<file path="config.mk">
export PLATFORM = sky130hd
export DESIGN_NAME = pipe_stage_buf
export DESIGN_NICKNAME = d
export VERILOG_FILES = /design/src/rtl/pipe_stage_buf.sv
export SDC_FILE = /design/constraint.sdc
export NUM_CORES = 1
export LEC_CHECK = 0
export BUFFER_PORTS_ARGS = -buffer_cell sky130_fd_sc_hd__buf_4
export CAP_MARGIN = 25
export CELL_PAD_IN_SITES_DETAIL_PLACEMENT = 1
export CELL_PAD_IN_SITES_GLOBAL_PLACEMENT = 2
export CORE_MARGIN = 3
export CORE_UTILIZATION = 37
export DETAILED_ROUTE_END_ITERATION = 10
export GPL_ROUTABILITY_DRIVEN = 0
export PLACE_DENSITY = 0.83
export SYNTH_ARGS = -nofsm -noshare
export SYNTH_HDL_FRONTEND = slang
export SYNTH_SLANG_ARGS = --single-unit
</file>
<file path="constraint.sdc">
create_clock -name clk -period 3.9 [get_ports clk]
set_input_delay 0.195 -clock clk [delete_from_list [all_inputs] [get_ports clk]]
set_output_delay 0.195 -clock clk [all_outputs]
set_load 0.02 [all_outputs]
</file>
<file path="src/rtl/pipe_stage_buf.sv">
// Pipeline stage register with valid/ready handshake and a two-entry skid buffer.
// in_ready and all out_* come straight from flops, so no combinational path crosses the stage.
module pipe_stage_buf #(
    parameter int DATA_W = 16,
    parameter int CTRL_W = 8
) (
    input  logic              clk,
    input  logic              rst,
    input  logic              in_valid,
    output logic              in_ready,
    input  logic [DATA_W-1:0] in_data,
    input  logic [CTRL_W-1:0] in_ctrl,
    output logic              out_valid,
    input  logic              out_ready,
    output logic [DATA_W-1:0] out_data,
    output logic [CTRL_W-1:0] out_ctrl,
    input  logic              flush,
    output logic [1:0]        occupancy
);

    typedef enum logic [1:0] {
        EMPTY = 2'd0,
        ONE   = 2'd1,
        TWO   = 2'd2
    } state_t;

    state_t            state_q, state_d;
    logic [DATA_W-1:0] mainData_q, mainData_d;
    logic [CTRL_W-1:0] mainCtrl_q, mainCtrl_d;
    logic [DATA_W-1:0] skidData_q, skidData_d;
    logic [CTRL_W-1:0] skidCtrl_q, skidCtrl_d;
    logic              inReady_q, inReady_d;

    logic inXfer;
    logic outXfer;

    assign inXfer  = in_valid & inReady_q;
    assign outXfer = (state_q != EMPTY) & out_ready;

    always_ff @(posedge clk or negedge rst) begin
        if (!rst) begin
            state_q    <= EMPTY;
            mainData_q <= '0;
            mainCtrl_q <= '0;
            skidData_q <= '0;
            skidCtrl_q <= '0;
            inReady_q  <= 1'b0;
        end else begin
            state_q    <= state_d;
            mainData_q <= mainData_d;
            mainCtrl_q <= mainCtrl_d;
            skidData_q <= skidData_d;
            skidCtrl_q <= skidCtrl_d;
            inReady_q  <= inReady_d;
        end
    end

    // Flush overrides every handshake; a word accepted on the flush edge is simply never stored.
    always_comb begin
        state_d    = state_q;
        mainData_d = mainData_q;
        mainCtrl_d = mainCtrl_q;
        skidData_d = skidData_q;
        skidCtrl_d = skidCtrl_q;
        if (flush) begin
            state_d = EMPTY;
        end else begin
            case (state_q)
                EMPTY: begin
                    if (inXfer) begin
                        state_d    = ONE;
                        mainData_d = in_data;
                        mainCtrl_d = in_ctrl;
                    end
                end
                ONE: begin
                    if (inXfer && outXfer) begin
                        mainData_d = in_data;
                        mainCtrl_d = in_ctrl;
                    end else if (inXfer) begin
                        state_d    = TWO;
                        skidData_d = in_data;
                        skidCtrl_d = in_ctrl;
                    end else if (outXfer) begin
                        state_d = EMPTY;
                    end
                end
                TWO: begin
                    if (outXfer) begin
                        state_d    = ONE;
                        mainData_d = skidData_q;
                        mainCtrl_d = skidCtrl_q;
                    end
                end
                default: state_d = EMPTY;
            endcase
        end
        inReady_d = (state_d != TWO);
    end

    // Outputs decode registered state only; ctrl is zeroed into a bubble when nothing is held.
    always_comb begin
        occupancy = 2'd0;
        case (state_q)
            ONE:     occupancy = 2'd1;
            TWO:     occupancy = 2'd2;
            default: occupancy = 2'd0;
        endcase
    end

    assign out_valid = (state_q != EMPTY);
    assign out_data  = mainData_q;
    assign out_ctrl  = out_valid ? mainCtrl_q : '0;
    assign in_ready  = inReady_q;

endmodule

</file>
==> flow_summary.yaml <==
outcome:
  status: "completed"
run:
  cap_viol_max_count: 0
yosys:
  synthArstFlopShare: 1.00
  synth_area_um2: 2330
  synth_compound_area_frac: 0.0656
  yosysTopAreaCellShare: 0.548
  yosys.area.top_type: "dfrtp_1"
  yosysSeqAreaShare: 0.548
  synth_area_leaders: "dfrtp_1 (55%), mux2_4 (13%), mux2i_1 (11%)"
  synth-seq-cells: 51
  synth_top_family_by_area: "multiplexers"
  synth.distinct_cells: 22
  synth-simple-area-share: 0.0913
  postSynthCellCount: 183
  synth_xor_area_frac: 0
  synthesis.nets: 212
  yosys_warnings: 0
  synth_edf_count: 0
  yosys.area_share.adder: 0
  synth.avg_cell_area_um2: 12.7
  synthMuxAreaShare: 0.256
  synth_ff_type: "dfrtp_1"
grt:
  grt_pass1_wl_mm: 7.81
  grt_util_all_layers: 0.137
  overflow: 0
  antenna_found_initial: 0
  grt_pass1_vias: 1589
  grt_max_degree: 52
sta:
  setup_slack_ns: 1.93
  max_freq_mhz: 509
  fin_tns_setup_ns: 0
  setup_viol: 0
  fin_skew_ns: 0.0120
  finalCriticalPeriod_ns: 1.97
  relSlewSlack: 0.447
  finalMaxSlewViolations: 0
  rsz0062_at_grt: "false"
  fin_crit_sh: 0.504
  tightest_slew_ns: 0.830
  hold_viol: 0
clock_network:
  cts_buffers: 5
  numClockSinks: 51
  cts-root-buf: "clkbuf_8"
  cts_buffer_depth: 2
  tritoncts: "done"
  path_clk_slew_ns: 0.09
  clkLatencyLatePin_ns: 0.31
  htree_levels: 2
  postCtsSetupBuffers: 0
pwr:
  p_sw_mw: 0.414
  power_density_nw_per_um2: 507
  p_clk_frac: 0.258
  p_leak_nw: 1.40
  vdd_drop_max_uv: 225
  seq_power_share: 0.494
  intPower_mw: 1.05
  p_sw_frac: 0.283
  pwr-share-comb: 0.248
worst_setup_path:
  r2r_setup_slack_ns: 2.16
  r2r_start: "state_q[1]"
  worst_setup_path_start_kind: "flop"
  r2r-end: "out_data[9]"
  crit_required_ns: 3.70
  r2r.worst_path.cells: 3
  worst-path-max-fanout: 26
  worstSetupPathType: "flop to output port"
  arrival_ns: 1.77
  cp-end-kind: "output port"
  crit_path_start: "state_q[1]"
floorplan:
  die-area_um2: 7280
  die_y_um: 85.3
  rows: 28
  die-width_um: 85.3
  ios: 57
  core-area_um2: 5990
  start_util: 0.389
detailed_routing:
  wl_mm: 4.70
  ant_nets: 0
  num_vias: 1505
  detail_route.first_pass.iterations: 4
  via_per_inst: 4.81
  drc: 0
  wl_per_cell_um: 15.0
  first_iter_violations: 48
placement:
  pre_cts_ws_ns: 2.15
  port-buffer-count: 56
  dp_hpwl_mm: 3.05
final_layout:
  areaGrowthSynthToFinish_pct: 23.9
  layout.nets: 266
  n_antenna_cell: 0
  final_layout_size_suffix_gt1_frac: 0.391
  fin_util: 0.481
hold_path:
  hp-class: "input pin to flop"
  min_path_cells: 2
  holdPathEnd: "state_q[0]"
  hp-start: "flush"
==> synthesized netlist by cell type, types with 2 or more instances <==
library cell  count
mux2_2            4
inv_1             2
mux2i_1          25
o21ai_1          20
nor2b_1           9
dfrtp_1          51
nor2_1            3
nand2_1          26
buf_4             2
buf_6             5
mux2_4           20
clkbuf_1          2
o21ai_0           5
==> placed cells by master (no fill, tap or decap) <==
cell type	Yosys	routed
and2b_2	1	2
buf_4	2	56
bufinv_16	0	1
clkbuf_8	0	5
clkinv_2	0	1
clkinv_4	0	1
dfrtp_1	51	51
dlygate4sd3_1	0	1
inv_1	2	2
mux2_2	4	4
mux2_4	20	20
mux2i_1	25	25
nand2_1	26	26
nand2_4	1	1
nand4bb_1	1	1
nor2_1	3	3
nor2b_1	9	9
nor2b_2	1	1
o21a_1	1	1
o21ai_0	5	5
o21ai_1	20	20
o22a_1	1	1
o41a_2	0	1
==> how the worst max path moves through the flow <==
stage,to,slack (ns),cells after the start
floorplan,skidCtrl_q[0],2.35,5
global placement,out_data[6],2.17,3
detailed placement,out_data[7],2.15,3
CTS,occupancy[1],1.89,2
global route,occupancy[1],1.81,2
finish,occupancy[1],1.93,2
==> layer usage <==
| metal | routed length [um] | up-vias | global-route usage | share of wire |
|---|---|---|---|---|
| met5 | 0 | - | 0 | 0 |
| met4 | 65 | 0 | 0.0518 | 0.014 |
| met3 | 251 | 7 | 0.0350 | 0.053 |
| met2 | 2220 | 35 | 0.213 | 0.47 |
| met1 | 2170 | 732 | 0.185 | 0.46 |
| li1 | - | 731 | - | - |
==> cells by family after synthesis <==
kind of cell | count (synthesis)
AO/OA/AOI/OAI | 28
buffers and inverters | 12
flip-flops | 51
multiplexers | 49
AND/OR/NAND/NOR | 43
==> through the flow <==
stage                     cells  cell area (um^2)  hold slack (ns)  total power [mW]
after floorplan             183              2330           -0.101             0.957
after global placement      304              2760            0.276              1.09
after detailed placement    304              2760            0.276              1.10
after CTS                   313              2880           0.0581              1.48
after global routing        313              2880           0.0612              1.54
final                       313              2880           0.0682              1.46
==> power groups by stage <==
stage	Clock, mW	Sequential, mW	Combinational, mW
global route	0.407	0.739	0.398
global placement	0	0.728	0.359
CTS	0.386	0.723	0.371
detailed placement	0	0.733	0.367
finish	0.378	0.722	0.363
floorplan	0	0.755	0.202
==> critical path, stage by stage, from the launching register on <==
cell and delay [ns]:
dfrtp_1 0.47, and2b_2 0.71, buf_4 0.27
==> area by class of cell <==
class	instances	area (um^2)
clock buffers	5	68.8
fillers	646	3110
flip-flops and latches	51	1280
inverters	2	7.51
multi-input cells	120	963
repair buffers	57	430
well taps	75	93.8
clock inverters	3	43.8
==> registers in the layout, indices dropped and copies added (netlist names) <==
signal	flops
in_ready	1
mainCtrl_q	8
out_data	16
skidCtrl_q	8
skidData_q	16
state_q	2
==> what timing repair did <==
item,CTS,global route
endpoints found under the hold margin,51,0
hold buffers,1,0
resized for setup,0,0
(Power assumes the default switching activity.)
